## config.mk

```make
export PLATFORM = sky130hd
export DESIGN_NAME = dm_sba_csr_ctrl
export DESIGN_NICKNAME = d
export VERILOG_FILES = /design/src/rtl/dm_sba_csr_ctrl.sv
export SDC_FILE = /design/constraint.sdc
export NUM_CORES = 1
export LEC_CHECK = 0
export CORE_MARGIN = 3
export CORE_UTILIZATION = 52
export CTS_BUF_LIST = sky130_fd_sc_hd__clkbuf_8
export DETAILED_ROUTE_END_ITERATION = 6
export PLACE_DENSITY_LB_ADDON = 0.15
export RECOVER_POWER = 25
export SETUP_SLACK_MARGIN = 0.3
export SYNTH_ARGS = -nofsm -noshare
export SYNTH_HDL_FRONTEND = slang
export SYNTH_SLANG_ARGS = --single-unit
```

## constraint.sdc

```tcl
create_clock -name clk_i -period 8.8 [get_ports clk_i]
set_clock_uncertainty 0.2 [all_clocks]
set_input_delay 1.76 -clock clk_i [delete_from_list [all_inputs] [get_ports clk_i]]
set_output_delay 1.76 -clock clk_i [all_outputs]
set_load 0.02 [all_outputs]
```

## src/rtl/dm_sba_csr_ctrl.sv

```systemverilog
// RISC-V debug module system bus access: SBCS/SBAddress/SBData CSRs and bus master FSM.
// Define DM_SBA_AUTOINC_EN to enable sbautoincrement support.
module dm_sba_csr_ctrl #(
    parameter int unsigned BUS_WIDTH  = 32,
    parameter int unsigned ADDR_WIDTH = 32
) (
    input  logic                    clk_i,
    input  logic                    rst_i,
    input  logic                    dmi_req_valid_i,
    input  logic [6:0]              dmi_req_addr_i,
    input  logic [1:0]              dmi_req_op_i,
    input  logic [31:0]             dmi_req_data_i,
    output logic                    dmi_resp_valid_o,
    output logic [31:0]             dmi_resp_data_o,
    output logic [1:0]              dmi_resp_resp_o,
    output logic                    sbreq_o,
    output logic                    sbwe_o,
    output logic [ADDR_WIDTH-1:0]   sbaddr_o,
    output logic [BUS_WIDTH-1:0]    sbwdata_o,
    output logic [BUS_WIDTH/8-1:0]  sbbe_o,
    input  logic                    sbgnt_i,
    input  logic                    sbrvalid_i,
    input  logic [BUS_WIDTH-1:0]    sbrdata_i,
    input  logic                    sberr_i
);
    localparam int unsigned OFFW  = (BUS_WIDTH == 64) ? 3 : 2;
    localparam int unsigned BEW   = BUS_WIDTH / 8;
    localparam logic        SUP64 = (BUS_WIDTH == 64);

    localparam logic [6:0] A_SBCS  = 7'h38;
    localparam logic [6:0] A_SBA0  = 7'h39;
    localparam logic [6:0] A_SBA1  = 7'h3A;
    localparam logic [6:0] A_SBD0  = 7'h3C;
    localparam logic [6:0] A_SBD1  = 7'h3D;

    typedef enum logic [1:0] {S_IDLE, S_REQ, S_RESP} state_e;
    state_e state_q, state_d;

    logic                  busyerr_q, busyerr_d;
    logic                  readonaddr_q, readonaddr_d;
    logic [2:0]            access_q, access_d;
    logic                  autoinc_q, autoinc_d;
    logic                  readondata_q, readondata_d;
    logic [2:0]            sberror_q, sberror_d;
    logic [ADDR_WIDTH-1:0] addr_q, addr_d;
    logic [BUS_WIDTH-1:0]  data_q, data_d;
    logic                  we_q, we_d;
    logic [2:0]            acc_q, acc_d;
    logic                  resp_valid_q;
    logic [31:0]           resp_data_q, resp_data_d;
    logic [1:0]            resp_q, resp_d;

    logic                  busy, is_rd, is_wr, sb_reg, trigger, trig_we;
    logic                  size_bad, misal;
    logic [63:0]           addr_ext, data_ext;
    logic [31:0]           sbcs_rd;
    logic [BUS_WIDTH-1:0]  rd_shift, rd_val, wdata;
    logic [BEW-1:0]        be_base, be;

    assign busy = (state_q != S_IDLE);

    assign sbcs_rd = {3'd1, 6'd0, busyerr_q, busy, readonaddr_q, access_q, autoinc_q,
                      readondata_q, sberror_q, 7'(ADDR_WIDTH), 1'b0, SUP64, 1'b1, 2'b00};

    // Lane steering uses the size latched at issue so SBCS writes mid-access cannot disturb it.
    always_comb begin
        rd_shift = sbrdata_i >> {addr_q[OFFW-1:0], 3'b000};
        rd_val   = '0;
        if (acc_q == 3'd3) begin
            rd_val = rd_shift;
        end else begin
            rd_val[31:0] = rd_shift[31:0];
        end
        wdata   = (acc_q == 3'd3) ? data_q : {(BUS_WIDTH/32){data_q[31:0]}};
        be_base = (acc_q == 3'd3) ? '1 : BEW'(4'hF);
        be      = be_base << addr_q[OFFW-1:0];
    end

    always_comb begin
        state_d      = state_q;
        busyerr_d    = busyerr_q;
        readonaddr_d = readonaddr_q;
        access_d     = access_q;
        autoinc_d    = autoinc_q;
        readondata_d = readondata_q;
        sberror_d    = sberror_q;
        we_d         = we_q;
        acc_d        = acc_q;
        resp_data_d  = '0;
        resp_d       = 2'd0;
        trigger      = 1'b0;
        trig_we      = 1'b0;
        addr_ext     = '0;
        addr_ext[ADDR_WIDTH-1:0] = addr_q;
        data_ext     = '0;
        data_ext[BUS_WIDTH-1:0]  = data_q;

        is_rd  = dmi_req_valid_i && (dmi_req_op_i == 2'd1);
        is_wr  = dmi_req_valid_i && (dmi_req_op_i == 2'd2);
        sb_reg = (dmi_req_addr_i == A_SBA0) || (dmi_req_addr_i == A_SBA1) ||
                 (dmi_req_addr_i == A_SBD0) || (dmi_req_addr_i == A_SBD1);

        if ((is_rd || is_wr) && sb_reg && busy) begin
            busyerr_d = 1'b1;
            resp_d    = 2'd3;
        end else if (is_rd) begin
            case (dmi_req_addr_i)
                A_SBCS: resp_data_d = sbcs_rd;
                A_SBA0: resp_data_d = addr_ext[31:0];
                A_SBA1: resp_data_d = addr_ext[63:32];
                A_SBD0: begin
                    resp_data_d = data_ext[31:0];
                    trigger     = readondata_q;
                end
                A_SBD1: resp_data_d = data_ext[63:32];
                default: ;
            endcase
        end else if (is_wr) begin
            case (dmi_req_addr_i)
                A_SBCS: begin
                    busyerr_d    = busyerr_q & ~dmi_req_data_i[22];
                    readonaddr_d = dmi_req_data_i[20];
                    access_d     = dmi_req_data_i[19:17];
`ifdef DM_SBA_AUTOINC_EN
                    autoinc_d    = dmi_req_data_i[16];
`else
                    autoinc_d    = 1'b0;
`endif
                    readondata_d = dmi_req_data_i[15];
                    sberror_d    = sberror_q & ~dmi_req_data_i[14:12];
                end
                A_SBA0: begin
                    addr_ext[31:0] = dmi_req_data_i;
                    trigger        = readonaddr_q;
                end
                A_SBA1: addr_ext[63:32] = dmi_req_data_i;
                A_SBD0: begin
                    data_ext[31:0] = dmi_req_data_i;
                    trigger        = 1'b1;
                    trig_we        = 1'b1;
                end
                A_SBD1: data_ext[63:32] = dmi_req_data_i;
                default: ;
            endcase
        end

        // Upper halves fall off here when the corresponding width is 32.
        addr_d = addr_ext[ADDR_WIDTH-1:0];
        data_d = data_ext[BUS_WIDTH-1:0];

        size_bad = (access_q < 3'd2) || (access_q > 3'(OFFW));
        misal    = (access_q == 3'd3) ? (|addr_d[2:0]) : (|addr_d[1:0]);

        if (trigger && !busyerr_q && (sberror_q == 3'd0)) begin
            if (size_bad) begin
                sberror_d = 3'd4;
            end else if (misal) begin
                sberror_d = 3'd3;
            end else begin
                state_d = S_REQ;
                we_d    = trig_we;
                acc_d   = access_q;
            end
        end

        case (state_q)
            S_REQ: begin
                if (sbgnt_i) state_d = S_RESP;
            end
            S_RESP: begin
                if (sbrvalid_i) begin
                    state_d = S_IDLE;
                    if (sberr_i) begin
                        sberror_d = 3'd2;
                    end else begin
                        if (!we_q) data_d = rd_val;
`ifdef DM_SBA_AUTOINC_EN
                        if (autoinc_q) begin
                            addr_d = addr_q + ((acc_q == 3'd3) ? ADDR_WIDTH'(8) : ADDR_WIDTH'(4));
                        end
`endif
                    end
                end
            end
            default: ;
        endcase
    end

    always_ff @(posedge clk_i or posedge rst_i) begin
        if (rst_i) begin
            state_q      <= S_IDLE;
            busyerr_q    <= 1'b0;
            readonaddr_q <= 1'b0;
            access_q     <= '0;
            autoinc_q    <= 1'b0;
            readondata_q <= 1'b0;
            sberror_q    <= '0;
            addr_q       <= '0;
            data_q       <= '0;
            we_q         <= 1'b0;
            acc_q        <= '0;
            resp_valid_q <= 1'b0;
            resp_data_q  <= '0;
            resp_q       <= '0;
        end else begin
            state_q      <= state_d;
            busyerr_q    <= busyerr_d;
            readonaddr_q <= readonaddr_d;
            access_q     <= access_d;
            autoinc_q    <= autoinc_d;
            readondata_q <= readondata_d;
            sberror_q    <= sberror_d;
            addr_q       <= addr_d;
            data_q       <= data_d;
            we_q         <= we_d;
            acc_q        <= acc_d;
            resp_valid_q <= dmi_req_valid_i;
            resp_data_q  <= resp_data_d;
            resp_q       <= resp_d;
        end
    end

    assign dmi_resp_valid_o = resp_valid_q;
    assign dmi_resp_data_o  = resp_data_q;
    assign dmi_resp_resp_o  = resp_q;

    assign sbreq_o   = (state_q == S_REQ);
    assign sbwe_o    = sbreq_o & we_q;
    assign sbaddr_o  = sbreq_o ? addr_q : '0;
    assign sbwdata_o = sbreq_o ? wdata : '0;
    assign sbbe_o    = sbreq_o ? be : '0;

endmodule
```

==> results.toml <==
[run_status]
outcome = "finished, violations left"
violations = "capacitance limit, slew limit"

[synth]
synth_nets = 631
ys_types = 53
synth_ff_type = "dfrtp_1"
syn_inst = 549
synth_top_area_share_pct = 47.7
synth_most_common_cell = "dfrtp_1"
synth_seq_cells = 110
synth-edff-count = 0
yosysWarnings = 0
yosys-top-cells-count = "110 x dfrtp_1, 69 x and2_1, 49 x mux2i_1"
synth_top_cell_by_area = "dfrtp_1"
ys_seq_area_share_pct = 47.7
synth.area.top_cells = "dfrtp_1 48%, mux2_2 8.8%, mux2i_1 8.5%"
netlist_area_um2 = 5770
async_reset_ff_share_pct = 100
synth.avg_cell_area_um2 = 10.5

[detailed_routing]
drt_wl_total_um = 17300
via_count = 5041
antenna_left = 0
firstDrtPassIters = 5
vias_per_cell = 5.93
routedWlPerCell_um = 20.4
drt-initial-drc-count = 386
drc_errors = 0

[critical_path]
cp_top_family = "adder cells"
cp-end-kind = "output port"
crit_buf_inv = 2
cp_max_fo = 73
rr_worst_depth = 6
required_ps = 6840
startpoint_type = "register"
r2r-start = "state_q[0]$_DFF_PP0_"
critical_path_class = "register to output port"
path_depth = 4
critical_path_arrival_ps = 2700
slowest_delay_ps = 890
cp_cell_sequence = "inv_1 -> ha_2 -> and2_1 -> clkdlybuf4s50_1"
reg2reg_slack_ps = 5810
critPathSlowestCell = "ha_2"
r2r-end = "addr_q[0]$_DFF_PP0_"

[layout]
antenna_cells = 0
multi_input_area_um2 = 2780
post-route-util_pct = 74.2
drive_gt1_share_pct = 11.5
fill_cells = 786
nets = 792
syn2layout_area_growth_pct = 35.6
regArea_um2 = 2750
fin_cells = 850

[sta]
whs_ps = 335
finalSetupViolCount = 0
fin_crit_ps = 4660
rsz0062_at_grt = "false"
fmax_ghz = 0.214
tightest_slew_ps = 2360
fin_tns_setup_ps = 0
finalHoldViolations = 0
max_slew_margin_pct = -58.3
finalCritPeriodShare_pct = 53.0
final_max_slew_viol_count = 55

[worst_hold_path]
hold_path.startpoint = "addr_q[9]$_DFFE_PP0P_"
hold_end = "addr_q[9]$_DFFE_PP0P_"
hold_class = "register to register"
hold_depth = 1

[pwr]
internal-power_w = 0.000666
cellPowerDensity_nw_per_um2 = 114
p_sw_share_pct = 25.5
pwr-share-clk_pct = 31.5
max-vdd-ir-drop_mv = 0.0762
p_comb_share_pct = 10.2
seqPwrFrac_pct = 58.4
total_power_w = 0.000893
switching_power_w = 0.000227
p_leak_nw = 3.55

[clock_network]
post_cts_buffers = 0
htreeDepth = 3
path_clk_slew_ps = 110
cts_max_path_buffers = 2
cts_tree = "done"
clkLatencyLatePin_ps = 370
cts-hold-fix-buffers = 0
cts_resized = 0
root_buffer = "clkbuf_8"
clkSinkCount = 110
numCtsBuffers = 9

[placement]
io_buffers = 183
gp_congestion = 0.935
hpwlAfterDp_um = 12200
dp.cells = 835

[die]
dieArea_um2 = 12400
io_pins = 184
placeableCoreArea_um2 = 10600
num_rows = 37
fp.dieW_um = 111
start_util_pct = 54.7
chipHeight_um = 111

[grt]
antenna_found_initial = 0
grt_pass1_wl_um = 27600
grt_max_degree = 74
grt_pass1_vias = 5063
track_usage_pct = 27.6
grt_overflow = 0

[job]
maxCapViolCount = 1
[flip-flops by register name, summed over array words and instances (netlist names)]
signal	cells
sberror_q	3
we_q	1
dmi_resp_resp_o	1
state_q	2
readondata_q	1
data_q	32
busyerr_q	1
access_q	3
dmi_resp_valid_o	1
addr_q	32
dmi_resp_data_o	32
readonaddr_q	1
[layout by cell type (no fill, tap or decap), types with 3 or more instances in the layout]
cell type,instances
clkdlybuf4s50_1,154
dfrtp_1,110
and2_1,69
mux2i_1,49
mux2_2,45
nor2_1,38
nand2_1,37
dlygate4sd3_1,29
o21ai_1,21
a22oi_1,19
o21ai_0,17
nand3_1,12
inv_1,11
a222oi_1,10
buf_4,10
clkbuf_8,9
o22ai_1,8
o211ai_1,8
nor2b_1,5
a31oi_1,4
a221oi_1,3
[how the worst max path moves through the flow]
stage,from,slack [ps],end
4_1_cts,state_q[1]$_DFF_PP0_,4120,sbwdata_o[22]
3_5_place_dp,dmi_req_op_i[1],3880,addr_q[15]$_DFFE_PP0P_
3_3_place_gp,dmi_req_op_i[0],4020,addr_q[27]$_DFFE_PP0P_
6_report,state_q[1]$_DFF_PP0_,4140,sbaddr_o[22]
2_1_floorplan,rst_i,3940,access_q[0]$_DFFE_PP0P_
5_1_grt,state_q[1]$_DFF_PP0_,3940,sbwdata_o[22]
[kinds of logic (layout without fill, tap and decap cells)]
| logic type | count (synthesis) | after routing | share of synthesized area (%) |
|---|---|---|---|
| fa+ha+maj | 3 | 3 | 0.650 |
| mux | 94 | 94 | 17.3 |
| flops | 110 | 110 | 47.7 |
| xor+xnor | 1 | 1 | 0.152 |
| buf+inv | 55 | 220 | 4.38 |
| simple gates | 183 | 183 | 17.0 |
| compound gates | 103 | 103 | 12.8 |
[layer usage]
layer | up-vias | global-route usage, % | wire (um)
li1 | 2261 | - | -
met5 | - | 0 | 0
met2 | 247 | 45.6 | 8620
met1 | 2508 | 36.5 | 7010
met4 | 0 | 9.00 | 381
met3 | 25 | 5.92 | 1320
[power groups by stage]
| stage | registers, W | logic [W] | clock network (W) |
|---|---|---|---|
| floorplan | 0.000529 | 0.0000357 | 0 |
| global placement | 0.000530 | 0.0000881 | 0 |
| detailed placement | 0.000531 | 0.0000902 | 0 |
| CTS | 0.000521 | 0.0000910 | 0.000282 |
| global route | 0.000522 | 0.0000982 | 0.000305 |
| finish | 0.000521 | 0.0000907 | 0.000281 |
[cell type report]
type | count | area share (%)
Clock buffer | 9 | 1.58
Clock inverter | 6 | 0.591
Inverter | 12 | 0.591
Multi-Input combinational cell | 384 | 35.5
Sequential cell | 110 | 35.2
Tap cell | 136 | 2.17
Timing Repair Buffer | 193 | 24.4
[metrics by stage]
| step | instance area [um2] | setup WS [ps] |
|---|---|---|
| 2_1_floorplan | 5770 | 3940 |
| 3_3_place_gp | 7660 | 4020 |
| 3_5_place_dp | 7660 | 3880 |
| 4_1_cts | 7830 | 4120 |
| 5_1_grt | 7830 | 3940 |
| 6_report | 7830 | 4140 |
Note: power is estimated with default switching activity, not from simulation.
==> edit: new RTL, same flow settings <==
Change the parameter `BUS_WIDTH` from 32 to 64.
--- a/src/rtl/dm_sba_csr_ctrl.sv
+++ b/src/rtl/dm_sba_csr_ctrl.sv
@@ -3,3 +3,3 @@
 module dm_sba_csr_ctrl #(
-    parameter int unsigned BUS_WIDTH  = 32,
+    parameter int unsigned BUS_WIDTH  = 64,
     parameter int unsigned ADDR_WIDTH = 32
Ports: changed (resized sbbe_o, sbrdata_i and sbwdata_o); port bits go from 184 to 252. The function was not compared with the original's and may differ.
==> edit against the unedited design <==
  * Total power rose by 62%
  * Cell area rose by 54%
  * Largest cell class unchanged
  * Worst setup slack got worse by 1100 ps
  * Sequential cell count grew 35
  * Register-to-register slack got worse by 530 ps
  * Wire length increased by 81%
  * Synthesized area grew 55%
  * The flow still finishes with violations (max-capacitance violations, max-slew violations)
  * Critical path type is now input port to flop
==> edit: results (changes against the unedited design) <==
| Metric | Value |
|---|---|
| Failing checks | `max-capacitance violations, max-slew violations (unchanged)` |
| Worst-path clk slew | `80 ps (was 110 ps)` |
| Most area-consuming cells after synthesis | `dfrtp_1 40%, mux2i_1 11%, mux2_2 7.5% (was dfrtp_1 48%, mux2_2 8.8%, mux2i_1 8.5%)` |
| Worst setup path endpoint | `we_q$_DFFE_PP0P_ (was sbaddr_o[22])` |
| Share of post-route cells with drive strength above 1 | `0.1224 (was 0.1148)` |
| Top cells by count, synth | `145 x dfrtp_1, 98 x mux2i_1, 83 x nand2_1 (was 110 x dfrtp_1, 69 x and2_1, 49 x mux2i_1)` |
| R2r setup slk | `5280 ps (was 5810 ps)` |
| Total vias in the final route | `8625 (was 5041)` |
| Min-Delay Endpoint | `acc_q[1]$_DFFE_PP0P_ (was addr_q[9]$_DFFE_PP0P_)` |
| Detailed Place HPWL | `22080 um (was 12170 um)` |
| Number of max-cap violations | `2 (was 1)` |
| Crit path DAT | `5960 ps (was 2700 ps)` |
| Fin crit period | `5808 ps (was 4664 ps)` |
| Final Slew Violations | `117 (was 55)` |
| Vias in the first global route | `8425 (was 5063)` |
| Drt pass-1 iters | `6 (was 5)` |
| Cts bufs inserted | `17 (was 9)` |
| Syn_nets | `1059 (was 631)` |
| Status | `complete, but fails checks (unchanged)` |
| Drt initial violations | `943 (was 386)` |
| Cell variety after synth | `48 (was 53)` |
| First-pass GRT wire length | `47870 um (was 27560 um)` |
| Final hold slack | `309.4 ps (was 335.5 ps)` |
| Peak supply drop | `0.08814 mV (was 0.07620 mV)` |
| Origin of the worst setup path | `dmi_req_addr_i[2] (was state_q[1]$_DFF_PP0_)` |
| Initial antenna violation count | `1 (was 0)` |
| Cells after synthesis | `945 (was 549)` |
| Total Routing Usage GR | `0.3347 (was 0.2759)` |
## edit: layout make-up
type | instances | area (sq um)
multi-input cells | 684 | 4896
fillers | 1311 | 4737
flip-flops and latches | 145 | 3635
repair buffers | 269 | 2644
well taps | 220 | 275.3
clock buffers | 18 | 247.7
clock inverters | 14 | 178.9
inverters | 38 | 143.9
diodes | 1 | 2.502
## edit: power breakdown
| group | total, mW | internal (mW) | switching (mW) |
|---|---|---|---|
| clock | 0.573 | 0.293 | 0.280 |
| combinational | 0.178 | 0.0852 | 0.0929 |
| sequential | 0.692 | 0.679 | 0.0131 |
## edit: per-stage QoR
stage / area, sq um / util
2_1_floorplan: 8967 / -
3_3_place_gp: 11600 / 0.6922
3_5_place_dp: 11600 / 0.6922
4_1_cts: 12030 / 0.7177
5_1_grt: 12020 / 0.7174
6_report: 12020 / 0.7174
## edit: kinds of logic after synthesis
| group | count (synthesis) | share of synthesized area |
|---|---|---|
| mux | 176 | 0.2283 |
| compound gates | 249 | 0.1737 |
| buf+inv | 116 | 0.05107 |
| flops | 145 | 0.4046 |
| fa+ha+maj | 3 | 0.004186 |
| simple gates | 254 | 0.1362 |
| xor+xnor | 2 | 0.001954 |
## edit: layer usage
layer  GRT usage  share of wire  vias up
li1            -              -     3816
met1      0.4701           0.40     4139
met2      0.5084           0.46      579
met3     0.07049           0.10       91
met4      0.1347          0.040        0
met5           0              0        -
## edit: critical path, stage by stage
cell and delay (ps):
clkdlybuf4s50_1 450, clkbuf_1 1180, or2_1 380, a311oi_4 160, nand2_2 750, a32oi_1 360, a2111oi_4 560, mux2_4 340
